<file path="src/rtl/fir_sym_serial_pkg.sv">
// fir_pkg: shared types and constants for the serial symmetric FIR.
//   fir_state_e  - sequencer states (IDLE / MAC / OUT)
//   def_coef()   - default 17-tap unique-coefficient table c0..c8
//                  (Q1.15 low-pass); any other length resets to all zero
//   acc_width()  - accumulator width that cannot overflow for H folded terms
package fir_pkg;

    typedef enum logic [1:0] {
        IDLE = 2'd0,
        MAC  = 2'd1,
        OUT  = 2'd2
    } fir_state_e;

    localparam int DEF_TAPS = 17;

    // Unique half of the default table; only meaningful when taps == DEF_TAPS.
    function automatic logic signed [15:0] def_coef(input int i, input int taps);
        if (taps != DEF_TAPS) return 16'sd0;
        case (i)
            1:       return 16'sd241;
            2:       return 16'sd702;
            3:       return 16'sd1329;
            4:       return 16'sd2048;
            5:       return 16'sd2767;
            6:       return 16'sd3398;
            7:       return 16'sd3855;
            8:       return 16'sd4097;
            default: return 16'sd0;
        endcase
    endfunction

    // Pre-add adds one bit, the product adds COEF_W, and summing h terms adds clog2(h).
    function automatic int acc_width(input int data_w, input int coef_w, input int h);
        return data_w + coef_w + 1 + $clog2(h);
    endfunction

endpackage

</file>
<file path="src/rtl/fir_sym_serial_if.sv">
// fir_sym_serial_if: sample-in / result-out handshakes plus the coefficient
// write port of the serial symmetric FIR.
//   master - traffic source / result sink / coefficient writer
//   slave  - the filter
interface fir_sym_serial_if #(
    parameter int DATA_W   = 16,
    parameter int COEF_W   = 16,
    parameter int NUM_TAPS = 17
);
    localparam int H  = (NUM_TAPS + 1) / 2;
    localparam int AW = $clog2(H);

    logic              in_valid;
    logic              in_ready;
    logic [DATA_W-1:0] in_data;
    logic              out_valid;
    logic              out_ready;
    logic [DATA_W-1:0] out_data;
    logic              sat;
    logic              coef_we;
    logic [AW-1:0]     coef_addr;
    logic [COEF_W-1:0] coef_data;
    logic              coef_err;

    modport master (
        output in_valid, in_data, out_ready, coef_we, coef_addr, coef_data,
        input  in_ready, out_valid, out_data, sat, coef_err
    );

    modport slave (
        input  in_valid, in_data, out_ready, coef_we, coef_addr, coef_data,
        output in_ready, out_valid, out_data, sat, coef_err
    );

endinterface

</file>
<file path="src/rtl/fir_mac_unit.sv">
// fir_mac_unit: folded pre-add, single multiplier and accumulator.
//   clr          - zero the accumulator at the next edge
//   en           - acc += coef * (xa + xb), or coef * xa when use_b is low
//   acc_nxt      - value the accumulator takes at the next edge, so the
//                  caller can register a result in the same cycle as the
//                  final accumulation
module fir_mac_unit #(
    parameter int DATA_W = 16,
    parameter int COEF_W = 16,
    parameter int ACC_W  = 37
) (
    input  logic                     clk,
    input  logic                     reset,
    input  logic                     clr,
    input  logic                     en,
    input  logic                     use_b,
    input  logic signed [DATA_W-1:0] xa,
    input  logic signed [DATA_W-1:0] xb,
    input  logic signed [COEF_W-1:0] coef,
    output logic signed [ACC_W-1:0]  acc_nxt
);

    logic signed [DATA_W:0]        pre;
    logic signed [DATA_W+COEF_W:0] prod;
    logic signed [ACC_W-1:0]       acc_q, acc_d;

    always_comb begin
        pre = use_b ? ((DATA_W+1)'(xa) + (DATA_W+1)'(xb)) : (DATA_W+1)'(xa);
        prod = pre * coef;
        acc_d = acc_q;
        if (clr) begin
            acc_d = '0;
        end else if (en) begin
            acc_d = acc_q + ACC_W'(prod);
        end
    end

    assign acc_nxt = acc_d;

    always_ff @(posedge clk or posedge reset) begin
        if (reset) begin
            acc_q <= '0;
        end else begin
            acc_q <= acc_d;
        end
    end

endmodule

</file>
<file path="src/rtl/fir_sym_serial.sv">
// fir_sym_serial: odd-length symmetric FIR with one time-shared multiplier.
// A sample is taken in IDLE, H folded MAC cycles follow, and the rounded
// result is held in OUT until it is taken.
//   clk, reset    - rising-edge clock, asynchronous active-high reset
//   bus (slave)   - in_valid/in_ready/in_data, out_valid/out_ready/out_data,
//                   sat, coef_we/coef_addr/coef_data, coef_err
// Build option: define FIR_SAT_EN to clamp out_data to the DATA_W range and
// flag sat; otherwise the result wraps and sat stays 0.
module fir_sym_serial
    import fir_pkg::*;
#(
    parameter int DATA_W    = 16,
    parameter int COEF_W    = 16,
    parameter int NUM_TAPS  = 17,
    parameter int FRAC_BITS = 15
) (
    input  logic clk,
    input  logic reset,
    fir_sym_serial_if.slave bus
);

    localparam int H     = (NUM_TAPS + 1) / 2;
    localparam int AW    = $clog2(H);
    localparam int MW    = $clog2(NUM_TAPS);
    localparam int ACC_W = acc_width(DATA_W, COEF_W, H);

    localparam logic [AW-1:0] LAST_IDX = AW'(H - 1);
    localparam logic [MW-1:0] TOP_TAP  = MW'(NUM_TAPS - 1);
    localparam logic signed [ACC_W-1:0] HALF = ACC_W'(1) << (FRAC_BITS - 1);

    fir_state_e                      state_q, state_d;
    logic [AW-1:0]                   idx_q, idx_d;
    logic [NUM_TAPS-1:0][DATA_W-1:0] x_q, x_d;
    logic [H-1:0][COEF_W-1:0]        coef_q, coef_d, coef_rst;
    logic [DATA_W-1:0]               out_data_q, out_data_d;
    logic                            sat_q, sat_d;
    logic                            coef_err_q, coef_err_d;

    logic                     mac_clr, mac_en, use_b;
    logic [MW-1:0]            mirror;
    logic signed [DATA_W-1:0] xa, xb;
    logic signed [COEF_W-1:0] c_sel;
    logic signed [ACC_W-1:0]  acc_nxt;
    logic [DATA_W-1:0]        rnd_data;
    logic                     rnd_sat;

    for (genvar g = 0; g < H; g++) begin : g_coef_rst
        assign coef_rst[g] = COEF_W'(def_coef(g, NUM_TAPS));
    end

    // Operand select: tap idx pairs with its mirror; the centre tap is unpaired.
    always_comb begin
        mirror = TOP_TAP - MW'(idx_q);
        xa     = x_q[MW'(idx_q)];
        xb     = x_q[mirror];
        c_sel  = coef_q[idx_q];
        use_b  = (idx_q != LAST_IDX);
    end

    fir_mac_unit #(
        .DATA_W (DATA_W),
        .COEF_W (COEF_W),
        .ACC_W  (ACC_W)
    ) u_mac (
        .clk     (clk),
        .reset   (reset),
        .clr     (mac_clr),
        .en      (mac_en),
        .use_b   (use_b),
        .xa      (xa),
        .xb      (xb),
        .coef    (c_sel),
        .acc_nxt (acc_nxt)
    );

    // Round half up, then narrow to DATA_W.
`ifdef FIR_SAT_EN
    localparam logic signed [ACC_W-1:0] SAT_MAX =
        {{(ACC_W-DATA_W+1){1'b0}}, {(DATA_W-1){1'b1}}};
    localparam logic signed [ACC_W-1:0] SAT_MIN =
        {{(ACC_W-DATA_W+1){1'b1}}, {(DATA_W-1){1'b0}}};

    logic signed [ACC_W-1:0] rnd_full;

    always_comb begin
        rnd_full = (acc_nxt + HALF) >>> FRAC_BITS;
        rnd_data = rnd_full[DATA_W-1:0];
        rnd_sat  = 1'b0;
        if (rnd_full > SAT_MAX) begin
            rnd_data = SAT_MAX[DATA_W-1:0];
            rnd_sat  = 1'b1;
        end else if (rnd_full < SAT_MIN) begin
            rnd_data = SAT_MIN[DATA_W-1:0];
            rnd_sat  = 1'b1;
        end
    end
`else
    always_comb begin
        rnd_data = DATA_W'((acc_nxt + HALF) >>> FRAC_BITS);
        rnd_sat  = 1'b0;
    end
`endif

    always_comb begin
        state_d    = state_q;
        idx_d      = idx_q;
        x_d        = x_q;
        coef_d     = coef_q;
        out_data_d = out_data_q;
        sat_d      = sat_q;
        coef_err_d = 1'b0;
        mac_clr    = 1'b0;
        mac_en     = 1'b0;

        // Coefficients may only change while no sample is in flight.
        if (bus.coef_we) begin
            if (state_q == IDLE && int'(bus.coef_addr) < H) begin
                coef_d[bus.coef_addr] = bus.coef_data;
            end else begin
                coef_err_d = 1'b1;
            end
        end

        case (state_q)
            IDLE: begin
                if (bus.in_valid) begin
                    x_d     = {x_q[NUM_TAPS-2:0], bus.in_data};
                    mac_clr = 1'b1;
                    idx_d   = '0;
                    state_d = MAC;
                end
            end
            MAC: begin
                mac_en = 1'b1;
                idx_d  = idx_q + 1'b1;
                if (idx_q == LAST_IDX) begin
                    // acc_nxt already holds the final sum this cycle.
                    idx_d      = '0;
                    out_data_d = rnd_data;
                    sat_d      = rnd_sat;
                    state_d    = OUT;
                end
            end
            OUT: begin
                if (bus.out_ready) state_d = IDLE;
            end
            default: state_d = IDLE;
        endcase
    end

    always_ff @(posedge clk or posedge reset) begin
        if (reset) begin
            state_q    <= IDLE;
            idx_q      <= '0;
            x_q        <= '0;
            coef_q     <= coef_rst;
            out_data_q <= '0;
            sat_q      <= 1'b0;
            coef_err_q <= 1'b0;
        end else begin
            state_q    <= state_d;
            idx_q      <= idx_d;
            x_q        <= x_d;
            coef_q     <= coef_d;
            out_data_q <= out_data_d;
            sat_q      <= sat_d;
            coef_err_q <= coef_err_d;
        end
    end

    assign bus.in_ready  = (state_q == IDLE);
    assign bus.out_valid = (state_q == OUT);
    assign bus.out_data  = out_data_q;
    assign bus.sat       = sat_q;
    assign bus.coef_err  = coef_err_q;

endmodule
</file>
<file path="src/flat_wrapper.sv">
// flat-port wrapper written by rule: the top's interface ports become plain ports
module fir_sym_serial_flat import fir_pkg::*;
#(
    parameter int DATA_W    = 16,
    parameter int COEF_W    = 16,
    parameter int NUM_TAPS  = 17,
    parameter int FRAC_BITS = 15
)
  (clk, reset, bus_in_valid, bus_in_data, bus_out_ready, bus_coef_we, bus_coef_addr, bus_coef_data, bus_in_ready, bus_out_valid, bus_out_data, bus_sat, bus_coef_err);
  fir_sym_serial_if #(.DATA_W(DATA_W), .COEF_W(COEF_W), .NUM_TAPS(NUM_TAPS)) bus_i ();
  input  logic clk;
  input  logic reset;
  input wire logic [$bits(bus_i.in_valid)-1:0] bus_in_valid;
  input wire logic [$bits(bus_i.in_data)-1:0] bus_in_data;
  input wire logic [$bits(bus_i.out_ready)-1:0] bus_out_ready;
  input wire logic [$bits(bus_i.coef_we)-1:0] bus_coef_we;
  input wire logic [$bits(bus_i.coef_addr)-1:0] bus_coef_addr;
  input wire logic [$bits(bus_i.coef_data)-1:0] bus_coef_data;
  output wire logic [$bits(bus_i.in_ready)-1:0] bus_in_ready;
  output wire logic [$bits(bus_i.out_valid)-1:0] bus_out_valid;
  output wire logic [$bits(bus_i.out_data)-1:0] bus_out_data;
  output wire logic [$bits(bus_i.sat)-1:0] bus_sat;
  output wire logic [$bits(bus_i.coef_err)-1:0] bus_coef_err;
  assign bus_i.in_valid = bus_in_valid;
  assign bus_i.in_data = bus_in_data;
  assign bus_i.out_ready = bus_out_ready;
  assign bus_i.coef_we = bus_coef_we;
  assign bus_i.coef_addr = bus_coef_addr;
  assign bus_i.coef_data = bus_coef_data;
  assign bus_in_ready = bus_i.in_ready;
  assign bus_out_valid = bus_i.out_valid;
  assign bus_out_data = bus_i.out_data;
  assign bus_sat = bus_i.sat;
  assign bus_coef_err = bus_i.coef_err;
  fir_sym_serial #(.DATA_W(DATA_W), .COEF_W(COEF_W), .NUM_TAPS(NUM_TAPS), .FRAC_BITS(FRAC_BITS)) u_core (.clk(clk), .reset(reset), .bus(bus_i));
endmodule
</file>
<file path="config.mk">
export PLATFORM = sky130hd
export DESIGN_NAME = fir_sym_serial_flat
export DESIGN_NICKNAME = d
export VERILOG_FILES = /design/src/rtl/fir_sym_serial_pkg.sv /design/src/rtl/fir_sym_serial_if.sv /design/src/rtl/fir_mac_unit.sv /design/src/rtl/fir_sym_serial.sv /design/src/flat_wrapper.sv
export SDC_FILE = /design/constraint.sdc
export NUM_CORES = 2
export LEC_CHECK = 0
export CORE_MARGIN = 2
export CORE_UTILIZATION = 45
export CTS_CLUSTER_SIZE = 10
export DETAILED_ROUTE_END_ITERATION = 10
export GPL_TIMING_DRIVEN = 0
export PLACE_DENSITY = 0.73
export REMOVE_ABC_BUFFERS = 1
export SYNTH_ARGS = -nofsm -noshare
export SYNTH_HDL_FRONTEND = slang
export SYNTH_SLANG_ARGS = --single-unit
</file>
<file path="constraint.sdc">
create_clock -name clk -period 20.7 [get_ports clk]
set_input_delay 2.07 -clock clk [delete_from_list [all_inputs] [get_ports clk]]
set_output_delay 2.07 -clock clk [all_outputs]
set_load 0.005 [all_outputs]
</file>
# After elaboration in Yosys (flattened, before gate mapping)
# Cells that the tools add are included.
# totals
ff_bits	476
in_bits	41
word_cells	83
# classes
n_addsub	5
multipliers	1
magnitude_cmp	6
eq_ne	7
n_mux	24
n_reduce_logical	9
# op_table
op	count
144-bit bitwise mux	1
16-bit binary-select mux with 4-bit select	2
16-bit binary-select mux with 5-bit select	1
37-bit 2-to-1 mux	2
16-bit demux with 4-bit select	1
16-bit 2-to-1 mux	4
37-bit by 33-bit adder with 37-bit output	1
17-bit by 16-bit multiplier with 33-bit output	1
31-bit by 16-bit adder with 31-bit output (second input constant)	1
16-bit by 16-bit adder with 17-bit output	1
17-bit 2-to-1 mux	1
4-bit by 5-bit < comparator with 1-bit output (second input constant)	2
4-bit 2-to-1 mux	2
4-bit one-hot mux with 2 select lines	1
2-bit AND reduction	4
4-bit by 6-bit < comparator with 1-bit output (second input constant)	1
5-bit by 6-bit < comparator with 1-bit output (second input constant)	1
2-bit 2-to-1 mux	3
2-bit one-hot mux with 3 select lines	1
1-bit 2-to-1 mux	5
5-bit by 4-bit subtractor with 5-bit output (first input constant)	1
4-bit by 1-bit adder with 4-bit output (second input constant)	1
4-bit == test (second input constant)	1
4-bit by 1-bit greater-or-equal comparator with 1-bit output (second input constant)	1
10 further kinds	12

# Depth between registers and ports, before layout
# logic_depth
ltp_word	10
mapped_depth	51
mapped_depth_nobuf	44

# Hierarchy
# Synthesis repeated with hierarchy kept, for this count alone.
# hier_totals
hier_cells	3078
area_unflattened_um2	36567.6
# by_module_without_submodules
mod	instances	cells_per_inst	area_each_um2	seq_area_each_um2
fir_sym_serial	1	1493	22012.4	11038.1
fir_mac_unit	1	1585	14555.2	925.9

# Worst setup path before layout
# No wires, ideal clock.
# synth_timing
path_kind	register -> register
start	register u_core.idx_q[0]
end	register u_core.out_data_q[15], in the netlist u_core.bus.out_data[15]
arrival_ns	11.774
setup_slack_ns	8.831
stages_incl_launch_ff	47
n_path_buf	7
synth_period_minus_slack_ns	11.869
path_cell_list	dfrtp_1 buf_6 buf_4 buf_1 clkbuf_1 inv_1 ha_1 clkbuf_1 buf_1 nor3b_1 clkbuf_1 a32o_1 ha_1 inv_1 fa_1 nand2b_1 a21oi_1 o21ai_1 (+11 left out) fa_1 inv_1 fa_1 fa_1 inv_1 fa_1 inv_1 ha_1 and3_1 a221o_1 a221o_1 a31oi_2 xor2_1 o21ai_1 and4_2 nand3_2 o31a_1 o31ai_1
# synth_via
elab_chain_len	10
word_cells_on_any_way	17
classes_between	4 x add/sub; 1 x mul; 2 x eq/ne; 9 x mux; 1 x reduce/logical
# synth_rtl
item	line	source
from (decl)	fir_sym_serial.sv:32	logic [AW-1:0] idx_q, idx_d;
from (signal assigned)	fir_sym_serial.sv:162	idx_q <= idx_d;
5-bit by 4-bit subtractor with 5-bit output	fir_sym_serial.sv:53	mirror = TOP_TAP - MW'(idx_q);
16-bit binary-select mux with 5-bit select	fir_sym_serial.sv:55	xb = x_q[mirror];
16-bit 2-to-1 mux (implied by the code)	fir_sym_serial.sv:55	
16-bit by 16-bit adder with 17-bit output	fir_mac_unit.sv:28	pre = use_b ? ((DATA_W+1)'(xa) + (DATA_W+1)'(xb)) : (DATA_W+1)'(xa);
17-bit 2-to-1 mux	fir_mac_unit.sv:28	
17-bit by 16-bit multiplier with 33-bit output (*)	fir_mac_unit.sv:29	prod = pre * coef;
37-bit by 33-bit adder with 37-bit output (*)	fir_mac_unit.sv:34	acc_d = acc_q + ACC_W'(prod);
37-bit 2-to-1 mux (*)	fir_mac_unit.sv:33	end else if (en) begin
37-bit 2-to-1 mux (*)	fir_mac_unit.sv:31	if (clr) begin
via u_core.acc_nxt[21]	fir_sym_serial.sv:43	logic signed [ACC_W-1:0] acc_nxt;
31-bit by 16-bit adder with 31-bit output (*)	fir_sym_serial.sv:99	rnd_data = DATA_W'((acc_nxt + HALF) >>> FRAC_BITS);
to (signal assigned)	fir_sym_serial.sv:165	out_data_q <= out_data_d;
to (decl)	fir_sym_serial.sv:35	logic [DATA_W-1:0] out_data_q, out_data_d;
# Mark *: on every way through the listed nets, which the timed path passes. The rest lies on a longest branch. The select of a mux whose other input is x is not followed.
# A chain may end at the register's enable or synchronous reset.

# Final worst setup path
# layout_timing
start	register u_core.idx_q[1]
end	register u_core.out_data_q[15], in the netlist u_core.bus.out_data[15]
# Same word-level chain as after synthesis.

==> results.py <==
metrics = {
    "outcome": {
        "status": "complete, no violations",
    },
    "clocking": {
        "insertion_delay_ns": 0.65,
        "cts_tree": "done",
        "cts_inserted_buffers": 54,
        "cts_num_sinks": 470,
        "clkSlewWorstSetupHoldPaths_ns": 0.07,
        "cts.hold.buffers_added": 0,
        "htree_levels": 2,
        "postCtsSetupBuffers": 0,
        "ctsResizeCount": 0,
        "root_buffer": "clkbuf_16",
        "clock_path_buffers": 3,
    },
    "detailed_routing": {
        "post_drt_wl_per_cell_um": 18.5,
        "wl_mm": 85.1,
        "firstDrtPassIters": 5,
        "vias": 25200,
        "ant_nets": 0,
        "first_iter_violations": 2020,
        "vias_per_cell": 5.49,
        "drc_errors": 0,
    },
    "setup_path": {
        "start_kind": "flop",
        "ff2ff_path_depth": 42,
        "cp.arrival_ns": 14.55,
        "ff2ff_setup_slack_ns": 6.69,
        "cp_max_fo": 42,
        "crit_type": "reg -> reg",
        "cpMaxStageDelayCell": "nor3b_2",
        "r2r-start": "u_core.idx_q[1]",
        "required_ns": 21.24,
        "r2r_end": "u_core.bus.out_data[15]",
        "end_kind": "flop",
        "cp_common_cell": "fa_1",
        "startpoint": "u_core.idx_q[1]",
        "cpPeakStageDelay_ns": 1.05,
    },
    "sta": {
        "relSlewSlack": 0.100,
        "slew_viol_final": 0,
        "finClkSkew_ns": 0.0554,
        "tightest_slew_ns": 1.35,
        "fin_crit_sh": 0.677,
        "finalSetupViolations": 0,
        "period_needed_ns": 14.01,
        "fmax_mhz": 71.4,
        "rsz0062_at_grt": "false",
        "hold_violations": 0,
        "setup_ws_ns": 6.69,
    },
    "final_layout": {
        "fin_util": 0.501,
        "num-fill-cells": 6861,
        "nets": 3979,
        "multi_input_area_um2": 21200,
        "fin_area_um2": 38700,
        "synthToLayoutAreaGrowth_pct": 10.4,
        "drive_above_1_share": 0.140,
        "antenna_cells": 0,
        "regArea_um2": 11800,
    },
    "flow_run": {
        "drv_cap": 0,
    },
    "global_routing": {
        "grt_pass1_wl_mm": 141,
        "antenna_found_initial": 0,
        "grt_use_total": 0.217,
        "grt-ovfl-total": 0,
        "grt_start_max_net_pins": 127,
        "grt_pass1_vias": 26300,
    },
    "yosys": {
        "synth_warnings": 0,
        "yosys_register_bits": 470,
        "synth.distinct_cells": 75,
        "synth_enable_flop_cells": 0,
        "synth.cell_area_um2": 35100,
        "synth_top_area_cell": "dfrtp_1",
        "yosys-top-cells-area": "dfrtp_1 31%, fa_1 16%, nand2_1 12%, mux4_2 10%, mux2_2 4.7%",
        "postSynthCellCount": 3562,
        "synth_most_common_cell": "nand2_1",
        "synth_ff_type": "dfrtp_1",
        "synth-seq-area-share": 0.337,
        "avgSynthCellArea_um2": 9.85,
        "synth_commonest_cells": "1080 x nand2_1, 428 x dfrtp_1, 390 x inv_1, 286 x fa_1, 190 x nor2_1",
        "async_flop_share": 1.00,
        "synth_top_area_frac": 0.305,
    },
    "placement": {
        "dpl_worst_slack_ns": 6.91,
        "placedInstanceArea_um2": 37100,
        "gp_congestion": 0.899,
        "portBuffers": 59,
        "dp_hpwl_mm": 58.9,
    },
    "min_path": {
        "hold_start": "u_core.bus.out_data[2]",
        "holdPathStages": 2,
        "hp-class": "reg -> reg",
        "min_to": "u_core.bus.out_data[2]",
    },
    "floorplanning": {
        "coreArea_um2": 77300,
        "dieArea_um2": 80200,
        "initial_core_util": 0.453,
        "die_width_um": 283,
        "die_y_um": 283,
        "ios": 61,
        "rows": 102,
    },
}
-- worst max-delay path: cells and delay by family, from the launching register on --
| kind | cells | cell delay, ns |
|---|---|---|
| simple gates | 10 | 3.37 |
| xor+xnor | 2 | 0.27 |
| buf+inv | 7 | 1.16 |
| compound gates | 13 | 3.93 |
| fa+ha+maj | 10 | 4.33 |
| flops | 1 | 0.76 |
-- flip-flops by register name (all words and copies together), names as in the netlist --
signal	flops
u_core.x_q	272
u_core.coef_q	144
u_core.u_mac.acc_q	31
u_core.bus.out_data	16
u_core.idx_q	4
u_core.state_q	2
u_core.bus.coef_err	1
-- per-stage QoR --
stage	cells	TNS (ns)	hold slack (ns)
final	4602	0	0.477
after global routing	4602	0	0.488
after CTS	4602	0	0.478
after detailed placement	4516	0	0.463
after global placement	4477	-183.28	0.459
after floorplan	3378	0	0.446
-- cell type report --
class / instances / area share
multi-input combinational: 2517 / 0.546
sequential: 470 / 0.305
clock buffer: 81 / 0.0388
inverter: 391 / 0.0381
timing repair buffer: 98 / 0.0353
tap: 1040 / 0.0336
clock inverter: 5 / 0.00233
-- routing by layer --
layer  wire length [um]  share of wire  track usage
met1              36200           0.43        0.294
met2              40800           0.48        0.361
met3               5450          0.064       0.0311
met4               2530          0.030       0.0701
met5                  0              0            0
-- worst max path at each step --
| stage | slack (ns) | endpoint | cells past startpoint |
|---|---|---|---|
| after detailed placement | 6.91 | u_core.bus.out_data[15] | 39 |
| after global placement | -2.57 | u_core.bus.out_data[14] | 38 |
| final | 6.69 | u_core.bus.out_data[15] | 42 |
| after CTS | 6.85 | u_core.bus.out_data[15] | 39 |
| after floorplan | 3.63 | u_core.bus.out_data[15] | 39 |
| after global routing | 6.03 | u_core.bus.out_data[15] | 42 |
-- cell usage in the layout, fill, tap and decap left out, types with 18 or more instances in the layout --
| master | netlist | routed |
|---|---|---|
| mux2_2 | 145 | 145 |
| o21ai_0 | 53 | 52 |
| a21o_1 | 28 | 28 |
| nand2_1 | 1080 | 1078 |
| xor2_1 | 23 | 21 |
| nor2_1 | 190 | 186 |
| a21oi_1 | 61 | 52 |
| mux2i_1 | 21 | 21 |
| xnor2_1 | 44 | 43 |
| nand3_1 | 45 | 45 |
| clkdlybuf4s50_1 | 0 | 59 |
| fa_1 | 286 | 286 |
| clkbuf_1 | 150 | 23 |
| mux4_2 | 157 | 157 |
| o21ai_1 | 20 | 18 |
| clkbuf_16 | 0 | 55 |
| dfstp_2 | 42 | 42 |
| ha_1 | 120 | 119 |
| nand3b_1 | 21 | 21 |
| nand2b_1 | 22 | 21 |
| dfrtp_1 | 428 | 424 |
| inv_1 | 390 | 388 |
-- cells by family after synthesis --
group                    Yosys count  synth area share
AO/OA/AOI/OAI                    268            0.0514
multiplexers                     328             0.157
flip-flops                       470             0.337
AND/OR/NAND/NOR                 1446             0.167
XOR/XNOR                          68            0.0172
other                              1          0.000107
buffers and inverters            575            0.0638
adder cells (fa/ha/maj)          406             0.206
Power is not shown: default switching activity piles up to over one toggle a cycle in this logic, so the estimate is an artifact.
